==> config.mk <==
export PLATFORM = sky130hd
export DESIGN_NAME = ula_sequenciador_flat
export DESIGN_NICKNAME = d
export VERILOG_FILES = /design/src/rtl/ula_sequenciador_if.sv /design/src/rtl/ula_sequenciador.sv /design/src/flat_wrapper.sv
export SDC_FILE = /design/constraint.sdc
export NUM_CORES = 1
export LEC_CHECK = 0
export ABC_AREA = 1
export CORE_MARGIN = 2
export CORE_UTILIZATION = 44
export CTS_CLUSTER_DIAMETER = 40
export DETAILED_ROUTE_END_ITERATION = 10
export PLACE_DENSITY = 0.94
export SLEW_MARGIN = 20
export SYNTH_ARGS = -nofsm -noshare
export SYNTH_HDL_FRONTEND = slang
export SYNTH_SLANG_ARGS = --single-unit
==> constraint.sdc <==
create_clock -name clock -period 3.11 [get_ports clock]
set_input_delay 0.4665 -clock clock [delete_from_list [all_inputs] [get_ports clock]]
set_output_delay 0.4665 -clock clock [all_outputs]
set_load 0.01 [all_outputs]
==> src/rtl/ula_sequenciador_if.sv <==
// Bundle of the two requester channels, the shared ALU drive/return and the
// sequencer status outputs. The sequencer uses the slave view; the
// requesters and the ALU use the master view.
interface ula_sequenciador_if #(
  parameter int WIDTH = 32,
  parameter int SHW   = 5
);
  logic             req0, req1;
  logic [4:0]       op0, op1;
  logic [WIDTH-1:0] a0, b0, a1, b1;
  logic [SHW-1:0]   cnt0, cnt1;
  logic             ack0, ack1;

  logic [WIDTH-1:0] ula_a, ula_b;
  logic [4:0]       ula_op;
  logic [WIDTH-1:0] ula_result;
  logic             ula_o, ula_c, ula_s, ula_z;

  logic [WIDTH-1:0] result;
  logic [3:0]       flags;
  logic             done, done_id, busy;

  modport slave (
    input  req0, req1, op0, op1, a0, b0, a1, b1, cnt0, cnt1,
    input  ula_result, ula_o, ula_c, ula_s, ula_z,
    output ack0, ack1, ula_a, ula_b, ula_op,
    output result, flags, done, done_id, busy
  );

  modport master (
    output req0, req1, op0, op1, a0, b0, a1, b1, cnt0, cnt1,
    output ula_result, ula_o, ula_c, ula_s, ula_z,
    input  ack0, ack1, ula_a, ula_b, ula_op,
    input  result, flags, done, done_id, busy
  );
endinterface

==> src/rtl/ula_sequenciador.sv <==
// Shares one combinational ALU between two requesters (round-robin), runs
// N-bit shifts as N passes of the ALU's 1-bit shift, and owns the
// architectural {O,C,S,Z} flag register.
//
// state   | meaning
// IDLE    | waiting for a request; ula_* hold their last drive
// EXEC    | first ALU pass on latched operands (only pass for non-shifts)
// SHIFT   | further 1-bit shift passes, feeding the result back into ula_a
// DONE    | completion pulse; no grant possible here
module ula_sequenciador #(
  parameter int WIDTH = 32,
  parameter int SHW   = 5
) (
  input logic              clock,
  input logic              reset,
  ula_sequenciador_if.slave bus
);

  localparam logic [4:0] OP_SHL   = 5'b01000;
  localparam logic [4:0] OP_SHR   = 5'b01001;
  localparam logic [4:0] OP_PASSA = 5'b10101;
  localparam logic [4:0] OP_ZEROS = 5'b10000;
  localparam logic [4:0] OP_ONES  = 5'b11111;

  typedef enum logic [1:0] {S_IDLE, S_EXEC, S_SHIFT, S_DONE} state_t;

  state_t           state_q, state_d;
  logic             prio_q, prio_d;
  logic             gid_q, gid_d;
  logic [4:0]       op_q, op_d;
  logic [SHW-1:0]   rem_q, rem_d;
  logic [WIDTH-1:0] ula_a_q, ula_a_d;
  logic [WIDTH-1:0] ula_b_q, ula_b_d;
  logic [4:0]       ula_op_q, ula_op_d;
  logic [WIDTH-1:0] result_q, result_d;
  logic [3:0]       flags_q, flags_d;
  logic             ack0_q, ack0_d, ack1_q, ack1_d;
  logic             done_q, done_d, done_id_q, done_id_d;

  logic             gnt, finish;
  logic [4:0]       sel_op;
  logic [SHW-1:0]   sel_cnt;

  function automatic logic is_shift(input logic [4:0] op);
    return (op == OP_SHL) || (op == OP_SHR);
  endfunction

  function automatic logic is_arith(input logic [4:0] op);
    return (op == 5'b00000) || (op == 5'b00001) || (op == 5'b00011) ||
           (op == 5'b00100) || (op == 5'b00101) || (op == 5'b00110);
  endfunction

  // Each op class touches only its own flags; a zero-count shift is a pass
  // that clears C instead of taking it from the ALU.
  function automatic logic [3:0] flags_next(input logic [4:0] op, input logic zero_shift,
                                            input logic [3:0] cur, input logic o, c, s, z);
    logic [3:0] f;
    f = cur;
    if (is_arith(op))        f = {o, c, s, z};
    else if (is_shift(op))   f = {cur[3], zero_shift ? 1'b0 : c, s, z};
    else if (op == OP_ONES)  f = cur;
    else if (op == OP_ZEROS) f = {cur[3:1], z};
    else                     f = {cur[3:2], s, z};
    return f;
  endfunction

  // Next-state, grant and datapath updates; registers hold by default.
  always_comb begin
    state_d   = state_q;
    prio_d    = prio_q;
    gid_d     = gid_q;
    op_d      = op_q;
    rem_d     = rem_q;
    ula_a_d   = ula_a_q;
    ula_b_d   = ula_b_q;
    ula_op_d  = ula_op_q;
    result_d  = result_q;
    flags_d   = flags_q;
    ack0_d    = 1'b0;
    ack1_d    = 1'b0;
    done_d    = 1'b0;
    done_id_d = done_id_q;
    finish    = 1'b0;
    gnt       = (bus.req0 && bus.req1) ? prio_q : bus.req1;
    sel_op    = gnt ? bus.op1 : bus.op0;
    sel_cnt   = gnt ? bus.cnt1 : bus.cnt0;

    case (state_q)
      S_IDLE: begin
        if (bus.req0 || bus.req1) begin
          gid_d    = gnt;
          prio_d   = ~gnt;
          ack0_d   = ~gnt;
          ack1_d   = gnt;
          op_d     = sel_op;
          rem_d    = sel_cnt;
          ula_a_d  = gnt ? bus.a1 : bus.a0;
          ula_b_d  = gnt ? bus.b1 : bus.b0;
          ula_op_d = (is_shift(sel_op) && sel_cnt == '0) ? OP_PASSA : sel_op;
          state_d  = S_EXEC;
        end
      end
      S_EXEC: begin
        if (is_shift(op_q) && rem_q > SHW'(1)) begin
          ula_a_d = bus.ula_result;
          rem_d   = rem_q - SHW'(1);
          state_d = S_SHIFT;
        end else begin
          finish = 1'b1;
        end
      end
      S_SHIFT: begin
        if (rem_q == SHW'(1)) begin
          finish = 1'b1;
        end else begin
          ula_a_d = bus.ula_result;
          rem_d   = rem_q - SHW'(1);
        end
      end
      default: state_d = S_IDLE;
    endcase

    if (finish) begin
      result_d  = bus.ula_result;
      flags_d   = flags_next(op_q, is_shift(op_q) && rem_q == '0, flags_q,
                             bus.ula_o, bus.ula_c, bus.ula_s, bus.ula_z);
      done_d    = 1'b1;
      done_id_d = gid_q;
      state_d   = S_DONE;
    end
  end

  // State and datapath registers with synchronous active-low reset.
  always_ff @(posedge clock) begin
    if (!reset) begin
      state_q   <= S_IDLE;
      prio_q    <= 1'b0;
      gid_q     <= 1'b0;
      op_q      <= '0;
      rem_q     <= '0;
      ula_a_q   <= '0;
      ula_b_q   <= '0;
      ula_op_q  <= OP_ZEROS;
      result_q  <= '0;
      flags_q   <= '0;
      ack0_q    <= 1'b0;
      ack1_q    <= 1'b0;
      done_q    <= 1'b0;
      done_id_q <= 1'b0;
    end else begin
      state_q   <= state_d;
      prio_q    <= prio_d;
      gid_q     <= gid_d;
      op_q      <= op_d;
      rem_q     <= rem_d;
      ula_a_q   <= ula_a_d;
      ula_b_q   <= ula_b_d;
      ula_op_q  <= ula_op_d;
      result_q  <= result_d;
      flags_q   <= flags_d;
      ack0_q    <= ack0_d;
      ack1_q    <= ack1_d;
      done_q    <= done_d;
      done_id_q <= done_id_d;
    end
  end

  assign bus.ack0    = ack0_q;
  assign bus.ack1    = ack1_q;
  assign bus.ula_a   = ula_a_q;
  assign bus.ula_b   = ula_b_q;
  assign bus.ula_op  = ula_op_q;
  assign bus.result  = result_q;
  assign bus.flags   = flags_q;
  assign bus.done    = done_q;
  assign bus.done_id = done_id_q;
  assign bus.busy    = (state_q != S_IDLE);

endmodule

==> src/flat_wrapper.sv <==
// flat-port wrapper written by rule: the top's interface ports become plain ports
module ula_sequenciador_flat 
#(
  parameter int WIDTH = 32,
  parameter int SHW   = 5
)
  (clock, reset, bus_req0, bus_req1, bus_op0, bus_op1, bus_a0, bus_b0, bus_a1, bus_b1, bus_cnt0, bus_cnt1, bus_ula_result, bus_ula_o, bus_ula_c, bus_ula_s, bus_ula_z, bus_ack0, bus_ack1, bus_ula_a, bus_ula_b, bus_ula_op, bus_result, bus_flags, bus_done, bus_done_id, bus_busy);
  ula_sequenciador_if #(.WIDTH(WIDTH), .SHW(SHW)) bus_i ();
  input logic clock;
  input logic reset;
  input wire logic [$bits(bus_i.req0)-1:0] bus_req0;
  input wire logic [$bits(bus_i.req1)-1:0] bus_req1;
  input wire logic [$bits(bus_i.op0)-1:0] bus_op0;
  input wire logic [$bits(bus_i.op1)-1:0] bus_op1;
  input wire logic [$bits(bus_i.a0)-1:0] bus_a0;
  input wire logic [$bits(bus_i.b0)-1:0] bus_b0;
  input wire logic [$bits(bus_i.a1)-1:0] bus_a1;
  input wire logic [$bits(bus_i.b1)-1:0] bus_b1;
  input wire logic [$bits(bus_i.cnt0)-1:0] bus_cnt0;
  input wire logic [$bits(bus_i.cnt1)-1:0] bus_cnt1;
  input wire logic [$bits(bus_i.ula_result)-1:0] bus_ula_result;
  input wire logic [$bits(bus_i.ula_o)-1:0] bus_ula_o;
  input wire logic [$bits(bus_i.ula_c)-1:0] bus_ula_c;
  input wire logic [$bits(bus_i.ula_s)-1:0] bus_ula_s;
  input wire logic [$bits(bus_i.ula_z)-1:0] bus_ula_z;
  output wire logic [$bits(bus_i.ack0)-1:0] bus_ack0;
  output wire logic [$bits(bus_i.ack1)-1:0] bus_ack1;
  output wire logic [$bits(bus_i.ula_a)-1:0] bus_ula_a;
  output wire logic [$bits(bus_i.ula_b)-1:0] bus_ula_b;
  output wire logic [$bits(bus_i.ula_op)-1:0] bus_ula_op;
  output wire logic [$bits(bus_i.result)-1:0] bus_result;
  output wire logic [$bits(bus_i.flags)-1:0] bus_flags;
  output wire logic [$bits(bus_i.done)-1:0] bus_done;
  output wire logic [$bits(bus_i.done_id)-1:0] bus_done_id;
  output wire logic [$bits(bus_i.busy)-1:0] bus_busy;
  assign bus_i.req0 = bus_req0;
  assign bus_i.req1 = bus_req1;
  assign bus_i.op0 = bus_op0;
  assign bus_i.op1 = bus_op1;
  assign bus_i.a0 = bus_a0;
  assign bus_i.b0 = bus_b0;
  assign bus_i.a1 = bus_a1;
  assign bus_i.b1 = bus_b1;
  assign bus_i.cnt0 = bus_cnt0;
  assign bus_i.cnt1 = bus_cnt1;
  assign bus_i.ula_result = bus_ula_result;
  assign bus_i.ula_o = bus_ula_o;
  assign bus_i.ula_c = bus_ula_c;
  assign bus_i.ula_s = bus_ula_s;
  assign bus_i.ula_z = bus_ula_z;
  assign bus_ack0 = bus_i.ack0;
  assign bus_ack1 = bus_i.ack1;
  assign bus_ula_a = bus_i.ula_a;
  assign bus_ula_b = bus_i.ula_b;
  assign bus_ula_op = bus_i.ula_op;
  assign bus_result = bus_i.result;
  assign bus_flags = bus_i.flags;
  assign bus_done = bus_i.done;
  assign bus_done_id = bus_i.done_id;
  assign bus_busy = bus_i.busy;
  ula_sequenciador #(.WIDTH(WIDTH), .SHW(SHW)) u_core (.clock(clock), .reset(reset), .bus(bus_i));
endmodule
======== Word level (Yosys, flattened, before mapping) ========
Index checks and enable logic that the tools add are counted.
operators by class
  $add $sub $neg .......................... 1
  multiply operators ...................... 0
  divide/modulo/power cells ............... 0
  magnitude comparators ................... 1
  eq/ne operators ......................... 22
  shift operators ......................... 0
  mux-type cells .......................... 27
  bitwise operators ....................... 1
  reductions and logical operators ........ 27
operators by type and width
  kind                                                   count
  2-to-1 mux 32 bit                                      5
  one-hot mux 32 bit (3 select lines)                    1
  2-to-1 mux 5 bit                                       6
  equality test 5 x 4 -> 1 bit, second input constant    4
  equality test 5 x 3 -> 1 bit, second input constant    3
  zero test 5 bit                                        3
  one-hot mux 5 bit (3 select lines)                     1
  2-to-1 mux 4 bit                                       3
  inequality test 3 x 1 -> 1 bit, second input constant  4
  equality test 5 x 1 -> 1 bit, second input constant    2
  equality test 5 bit, second input constant             2
  AND reduction 3 bit                                    3
  logical OR 1 bit                                       8
  2-to-1 mux 2 bit                                       4
  AND reduction 2 bit                                    4
  inequality test 2 x 1 -> 1 bit, second input constant  3
  one-hot mux 2 bit (3 select lines)                     1
  equality test 5 x 2 -> 1 bit, second input constant    1
  > comparator 5 x 1 -> 1 bit, second input constant     1
  2-to-1 mux 1 bit                                       5
  subtractor 5 x 1 -> 5 bit, second input constant       1
  logical AND 1 bit                                      4
  AND reduction 4 bit                                    1
  nonzero test 2 bit                                     2
  other kinds (7)                                        7
word-level totals
  bits in registers ....................... 123
  latch bits .............................. 0
  memory bits (writable) .................. 0
  memory bits (read-only) ................. 0
  bits of input ports ..................... 188
  word-level logic and storage cells ...... 96
  memories kept ........................... 0

======== Depth between registers and ports, before layout ========
Gate-level depths: netlist of run 1.
  depth in word-level cells ............... 8
  gate-level depth with buffers ........... 11

======== Least setup slack after synthesis of run 1 ========
Ideal clock, no wire load.
  kind .................................... register to register
  from .................................... register u_core.state_q[0]
  to ...................................... register u_core.ula_a_q[2], in the netlist u_core.bus.ula_a[2]
  setup time .............................. 0.064 ns
  arrival time ............................ 1.569 ns
  setup slack ............................. 1.477 ns
  cell stages (with the launch flop) ...... 10
  clock period less this slack ............ 1.633 ns
  cell sequence ........................... dfxtp_1 -> inv_1 -> ha_1 -> buf_2 -> buf_2 -> clkbuf_1 -> nand2_1 -> o31ai_1 -> nor2_1 -> nor2_1
on the way
  cells in the longest elaborated chain, start to end .. 3
RTL lines
  element                                                         RTL line                 text
  from (decl)                                                     ula_sequenciador.sv:27   state_t state_q, state_d;
  from (signal assigned)                                          ula_sequenciador.sv:151  state_q <= state_d;
  equality test 2 bit (tied with other cells)                     ula_sequenciador.sv:88   case (state_q)
  inequality test 2 bit (no source line) (tied with other cells)  n/a
  AND reduction 4 bit (no source line)                            n/a
  to (signal assigned)                                            ula_sequenciador.sv:156  ula_a_q <= ula_a_d;
  to (decl)                                                       ula_sequenciador.sv:32   logic [WIDTH-1:0] ula_a_q, ula_a_d;
Several ways; a longest one is shown, not always the timed one.
A chain may end at the register's enable or synchronous reset.

======== Worst setup path in the final report of run 1 ========
  from .................................... register u_core.state_q[0]
  to ...................................... output port bus_busy
on the way
  cells in the longest elaborated chain, start to end .. 1
RTL lines
  element             RTL line                 text
  nonzero test 2 bit  ula_sequenciador.sv:177  assign bus.busy = (state_q != S_IDLE);
  to (decl)           flat_wrapper.sv:35       output wire logic [$bits(bus_i.busy)-1:0] bus_busy;
Every way passes these cells.

==> impl_metrics.py, run 1 <==
metrics = {
    "status": {
        "run_status": "finished, final reports clean",
    },
    "power": {
        "internal-power_mw": 5.25,
        "comb_power_share_pct": 47.0,
        "p_sw_mw": 3.12,
        "leakage_nw": 3.94,
        "power.share.sequential_pct": 28.3,
        "pwr_density_cell_nw_per_um2": 875,
        "clkPwrFrac_pct": 24.8,
        "peakVddDrop_v": 0.000371,
        "swShare_pct": 37.3,
    },
    "sta": {
        "finalSetupViolations": 0,
        "slew_violations": 0,
        "skew_ns": 0.00829,
        "fin_crit_sh_pct": 74.7,
        "hold_violations": 0,
        "worst_pin_slew_ns": 0.599,
        "slew_headroom_pct": 60.0,
        "fin_hold_ws_ns": 0.461,
        "fmax_mhz": 430,
        "post-route-min-period_ns": 2.32,
        "rsz0062_at_grt": "no",
        "setup_tns_ns": 0,
        "setup_slack_ns": 0.786,
    },
    "routing": {
        "ant_nets": 0,
        "first_pass_iters": 5,
        "drc": 0,
        "drt_iter0_markers": 680,
        "vias": 6935,
        "drt-total-wl_um": 20400,
        "wl_per_cell_um": 15.0,
        "via_per_inst": 5.09,
    },
    "clocking": {
        "hold_buffers": 0,
        "cts_buffer_depth": 2,
        "cts-root-buf": "clkbuf_16",
        "cts.sinks": 123,
        "cts_made_buffers": 17,
        "clkLatencyLatePin_ns": 0.41,
        "cts_tree": "done",
        "cts_resized": 0,
        "cts_htree_levels": 4,
        "clk_pin_slew_ns": 0.05,
        "post-cts-setup-buffer-count": 0,
    },
    "synthesis": {
        "syn-instance-count": 904,
        "synth.largest_area_cell": "dfxtp_1",
        "synth-edff-count": 0,
        "synth_top_area_share_pct": 41.2,
        "synth_common_cells": "nand2_1 (321), nor2_1 (157), dfxtp_1 (123), inv_1 (64), a21oi_1 (47)",
        "async_reset_ff_share_pct": 0,
        "ys_ff_latch": 123,
        "syn_nets": 1100,
        "avgSynthCellArea_um2": 6.61,
        "synth_area_leaders": "dfxtp_1 (41%), nand2_1 (20%), nor2_1 (9.9%)",
        "ys_seq_area_share_pct": 41.2,
        "ys_warn_count": 0,
        "synth_area_um2": 5970,
        "synthDistinctLibCells": 28,
        "ys.flop_type": "dfxtp_1",
        "yosysMostFrequentCell": "nand2_1",
    },
    "layout": {
        "post-route-util_pct": 72.3,
        "finalInstanceArea_um2": 9570,
        "drive_above_1_share_pct": 5.22,
        "fill_cells": 1007,
        "nets": 1371,
        "n_antenna_cell": 0,
        "syn_to_final_growth_pct": 60.3,
    },
    "setup_path": {
        "crit_type": "register to primary output",
        "cp_max_fo": 4,
        "worstPathRequired_ns": 2.64,
        "crit_path_end_kind": "primary output",
        "worstRegToRegCells": 10,
        "cp.arrival_ns": 1.86,
        "r2r-start": "u_core.rem_q[1]$_SDFFE_PN0P_",
        "rrSetupSlack_ns": 0.94,
        "r2r_end": "u_core.state_q[1]$_SDFFE_PN0P_",
        "worst_setup_path_start_kind": "register",
    },
    "die": {
        "dieArea_um2": 14500,
        "die_w_um": 121,
        "core_area_um2": 13200,
        "die_h_um": 121,
        "initial_utilization_pct": 45.1,
        "io_pins": 298,
        "num_rows": 42,
    },
    "hold_path": {
        "holdCritStartpoint": "u_core.gid_q$_SDFFE_PN0P_",
        "hold-path-endpoint": "u_core.gid_q$_SDFFE_PN0P_",
        "hold_depth": 2,
        "hp-class": "register to register",
    },
    "global_routing": {
        "antenna_found_initial": 0,
        "grt.total_usage_pct": 27.9,
        "grt_max_degree": 75,
        "grt_pass1_vias": 6634,
        "grt-ovfl-total": 0,
        "grt_pass1_wl_um": 31800,
    },
    "placement": {
        "dp_hpwl_um": 14800,
        "place_area_um2": 8950,
        "io_buffer_count": 297,
        "place_ws_ns": 0.600,
        "gp_congestion": 0.872,
    },
    "flow_run": {
        "drv_cap": 0,
    },
}
==> worst max-delay path by stage <==
stage                                         from                                 to  slack, ns  cells after the start
floorplan           u_core.state_q[0]$_SDFFE_PN0P_   u_core.bus.ula_a[2]$_SDFFE_PN0P_       1.48                      9
global placement                          bus_req1  u_core.bus.ula_b[23]$_SDFFE_PN0P_       0.68                     10
detailed placement                        bus_req0  u_core.bus.ula_op[3]$_SDFFE_PN0P_       0.60                     11
CTS                 u_core.state_q[0]$_SDFFE_PN0P_                           bus_busy       0.78                      4
global route        u_core.state_q[0]$_SDFFE_PN0P_                           bus_busy       0.70                      4
finish              u_core.state_q[0]$_SDFFE_PN0P_                           bus_busy       0.79                      4
==> through the flow <==
step / cells / total power [mW]
2_1_floorplan: 904 / 4.73
3_3_place_gp: 1332 / 6.19
3_5_place_dp: 1332 / 6.29
4_1_cts: 1363 / 8.40
5_1_grt: 1363 / 8.94
6_report: 1363 / 8.37
==> layout make-up <==
class	instances	area, µm²	area share, %
Timing Repair Buffer	308	3080	32.1
Multi-Input combinational cell	655	2930	30.6
Sequential cell	123	2460	25.7
Clock buffer	23	478	4.99
Inverter	70	265	2.77
Tap cell	176	220	2.30
Clock inverter	8	140	1.46
==> per-layer routing <==
layer,up-vias,wire [µm],global-route usage (%)
met1,3110,7540,30.4
met4,0,772,13.3
met5,-,0,0
li1,3385,-,-
met2,373,9970,48.1
met3,67,2130,10.0
==> placed cells by master (no fill, tap or decap), types with 17 or more instances in the layout <==
cell               n
dfxtp_1          123
clkdlybuf4s50_1  296
o31ai_1           32
nor2_1           156
a31oi_1           31
nand3_1           19
nand2_1          321
clkbuf_16         17
inv_1             63
a21oi_1           47
==> worst max-delay path, cell delays in order (launching register included) <==
cell and delay [ns]:
dfxtp_1 0.39, inv_1 0.10, ha_2 0.21, inv_1 0.16, clkdlybuf4s50_1 0.59
==> state kept, by name (all words and copies together), names as in the netlist <==
| register | count |
|---|---|
| u_core.state_q | 2 |
| u_core.op_q | 5 |
| u_core.gid_q | 1 |
| u_core.bus.ula_b | 32 |
| u_core.bus.result | 32 |
| u_core.bus.flags | 4 |
| u_core.bus.done_id | 1 |
| u_core.bus.ula_a | 32 |
| u_core.prio_q | 1 |
| u_core.bus.done | 1 |
| u_core.rem_q | 5 |
| u_core.bus.ack0 | 1 |
| u_core.bus.ack1 | 1 |
| u_core.bus.ula_op | 5 |
==> cells by family (layout without fill, tap and decap cells) <==
family / after synthesis / after routing / synth area share, %
AND/OR/NAND/NOR: 519 / 519 / 34.4
XOR/XNOR: 1 / 1 / 0.147
AO/OA/AOI/OAI: 126 / 126 / 12.6
buffers and inverters: 126 / 409 / 9.78
adder cells (fa/ha/maj): 8 / 8 / 1.68
multiplexers: 1 / 1 / 0.168
flip-flops: 123 / 123 / 41.2
==> power by group through the flow <==
stage / Sequential, mW / Clock, mW / Combinational [mW]
finish: 2.37 / 2.07 / 3.93
global route: 2.42 / 2.19 / 4.33
CTS: 2.36 / 2.10 / 3.94
detailed placement: 2.39 / 0 / 3.90
global placement: 2.37 / 0 / 3.82
floorplan: 2.57 / 0 / 2.16
Power figures use the tool's default switching activity.
==> run 2: changes to the inputs <==
--- a/config.mk
+++ b/config.mk
@@ -7,10 +7,10 @@
 export LEC_CHECK = 0
 export ABC_AREA = 1
 export CORE_MARGIN = 2
-export CORE_UTILIZATION = 44
+export CORE_UTILIZATION = 41
 export CTS_CLUSTER_DIAMETER = 40
 export DETAILED_ROUTE_END_ITERATION = 10
-export PLACE_DENSITY = 0.94
+export PLACE_DENSITY = 0.89
 export SLEW_MARGIN = 20
 export SYNTH_ARGS = -nofsm -noshare
 export SYNTH_HDL_FRONTEND = slang
==> constraint.sdc (replaced) <==
create_clock -name clock -period 2.2 [get_ports clock]
set_input_delay 0.33 -clock clock [delete_from_list [all_inputs] [get_ports clock]]
set_output_delay 0.33 -clock clock [all_outputs]
set_load 0.01 [all_outputs]
==> impl_metrics.py, run 2 (same netlist as run 1, synthesis figures left out) <==
metrics = {
    "setup_path": {
        "worstPathRequired_ns": 1.87,
        "cp_max_fo": 4,
        "worst_setup_path_start_kind": "register",
        "cp.arrival_ns": 1.77,
        "cp_slowest_stage_delay_ns": 0.55,
        "worstPathCellList": "inv_1 > ha_2 > inv_2 > clkdlybuf4s50_1",
        "crit_type": "register to primary output",
        "cp_slowest_cell": "clkdlybuf4s50_1",
        "crit_path_end_kind": "primary output",
    },
    "layout": {
        "final_common_cell": "nand2_1",
        "n_antenna_cell": 0,
        "syn_to_final_growth_pct": 61.2,
        "final_cell_mix": "nand2_1 (321), clkdlybuf4s50_1 (296), nor2_1 (156)",
        "nets": 1374,
        "final_cells": 1375,
        "post-route-util_pct": 67.0,
        "drive_above_1_share_pct": 5.46,
    },
    "die": {
        "initial_utilization_pct": 41.6,
        "core_area_um2": 14400,
        "num_rows": 44,
        "io_pins": 298,
        "die_w_um": 125,
        "dieArea_um2": 15600,
        "die_h_um": 125,
    },
    "power": {
        "p_total_mw": 11.7,
        "peakVddDrop_v": 0.000761,
        "pwr_density_cell_nw_per_um2": 1220,
        "leakage_nw": 3.95,
    },
    "routing": {
        "drt-total-wl_um": 19800,
        "drt_iter0_markers": 446,
        "wl_per_cell_um": 14.4,
        "first_pass_iters": 5,
        "ant_nets": 0,
        "vias": 6786,
        "drc": 0,
        "via_per_inst": 4.94,
    },
    "hold_path": {
        "hp-class": "input port to register",
    },
    "global_routing": {
        "grt_max_degree": 78,
        "antenna_found_initial": 0,
        "grt_pass1_wl_um": 31500,
        "grt-ovfl-total": 0,
        "grt.total_usage_pct": 25.0,
        "grt_pass1_vias": 6582,
    },
    "sta": {
        "fin_hold_ws_ns": 0.325,
        "hold_violations": 0,
        "setup_tns_ns": 0,
        "rsz0062_at_grt": "no",
        "slew_headroom_pct": 72.4,
        "finalSetupViolations": 0,
        "fmax_mhz": 476,
        "fin_crit_sh_pct": 95.5,
        "post-route-min-period_ns": 2.10,
        "worst_pin_slew_ns": 0.414,
        "skew_ns": 0.00716,
        "slew_violations": 0,
    },
    "clocking": {
        "clk_pin_slew_ns": 0.05,
        "clkLatencyLatePin_ns": 0.41,
        "cts-root-buf": "clkbuf_16",
        "cts_made_buffers": 17,
        "cts_buffer_depth": 2,
        "cts.sinks": 123,
        "hold_buffers": 0,
        "cts_tree": "done",
        "cts_htree_levels": 4,
    },
    "flow_run": {
        "drv_cap": 0,
    },
    "placement": {
        "io_buffer_count": 297,
        "place_inst": 1343,
        "gp_congestion": 0.886,
        "dp_hpwl_um": 14300,
    },
    "status": {
        "run_status": "finished, final reports clean",
    },
}
[run 2: final timing paths]
check / from / end / slack (ns) / depth (start not counted)
max: u_core.state_q[0]$_SDFFE_PN0P_ / bus_busy / 0.1 / 4
min: reset / u_core.bus.ula_b[23]$_SDFFE_PN0P_ / 0.33 / 3
max reg2reg: u_core.rem_q[1]$_SDFFE_PN0P_ / u_core.state_q[1]$_SDFFE_PN0P_ / 0.21 / 10
min reg2reg: u_core.gid_q$_SDFFE_PN0P_ / u_core.gid_q$_SDFFE_PN0P_ / 0.46 / 2
[run 2: layout make-up]
class / instances / area [µm²]
well taps: 184 / 230
clock inverters: 8 / 92.6
inverters: 70 / 265
clock buffers: 24 / 472
fillers: 1190 / 4740
flip-flops and latches: 123 / 2460
repair buffers: 311 / 3170
multi-input cells: 655 / 2930
[run 2: what timing repair did]
item | 4_1_cts | 5_1_grt
setup endpoints to repair | 0 | 1
buffers inserted | 0 | 0
resized for setup | 0 | 1
endpoints found under the hold margin | 0 | 0
[run 2: critical path, delay by kind of cell (launching register included)]
kind | cells | cell delay (ns)
buffers and inverters | 3 | 0.76
flip-flops | 1 | 0.40
adder cells (fa/ha/maj) | 1 | 0.21
[run 2: report_power, final]
group,total [mW],internal [mW],switching [mW]
clock network,2.67,1.72,0.953
logic,5.71,2.61,3.10
registers,3.35,2.95,0.392
[run 2: layer usage]
| layer | track usage [%] | share of wire (%) | up-vias |
|---|---|---|---|
| li1 | - | - | 3384 |
| met1 | 28.1 | 40 | 3048 |
| met2 | 43.8 | 49 | 310 |
| met3 | 7.56 | 8.5 | 44 |
| met4 | 10.7 | 2.5 | 0 |
| met5 | 0 | 0 | - |
[run 2: through the flow]
stage          cell area [µm²]  setup WS, ns
2_1_floorplan             5970         0.567
3_3_place_gp              9060         0.162
3_5_place_dp              9060         0.110
4_1_cts                   9630       0.00643
5_1_grt                   9630        0.0251
6_report                  9630        0.0984
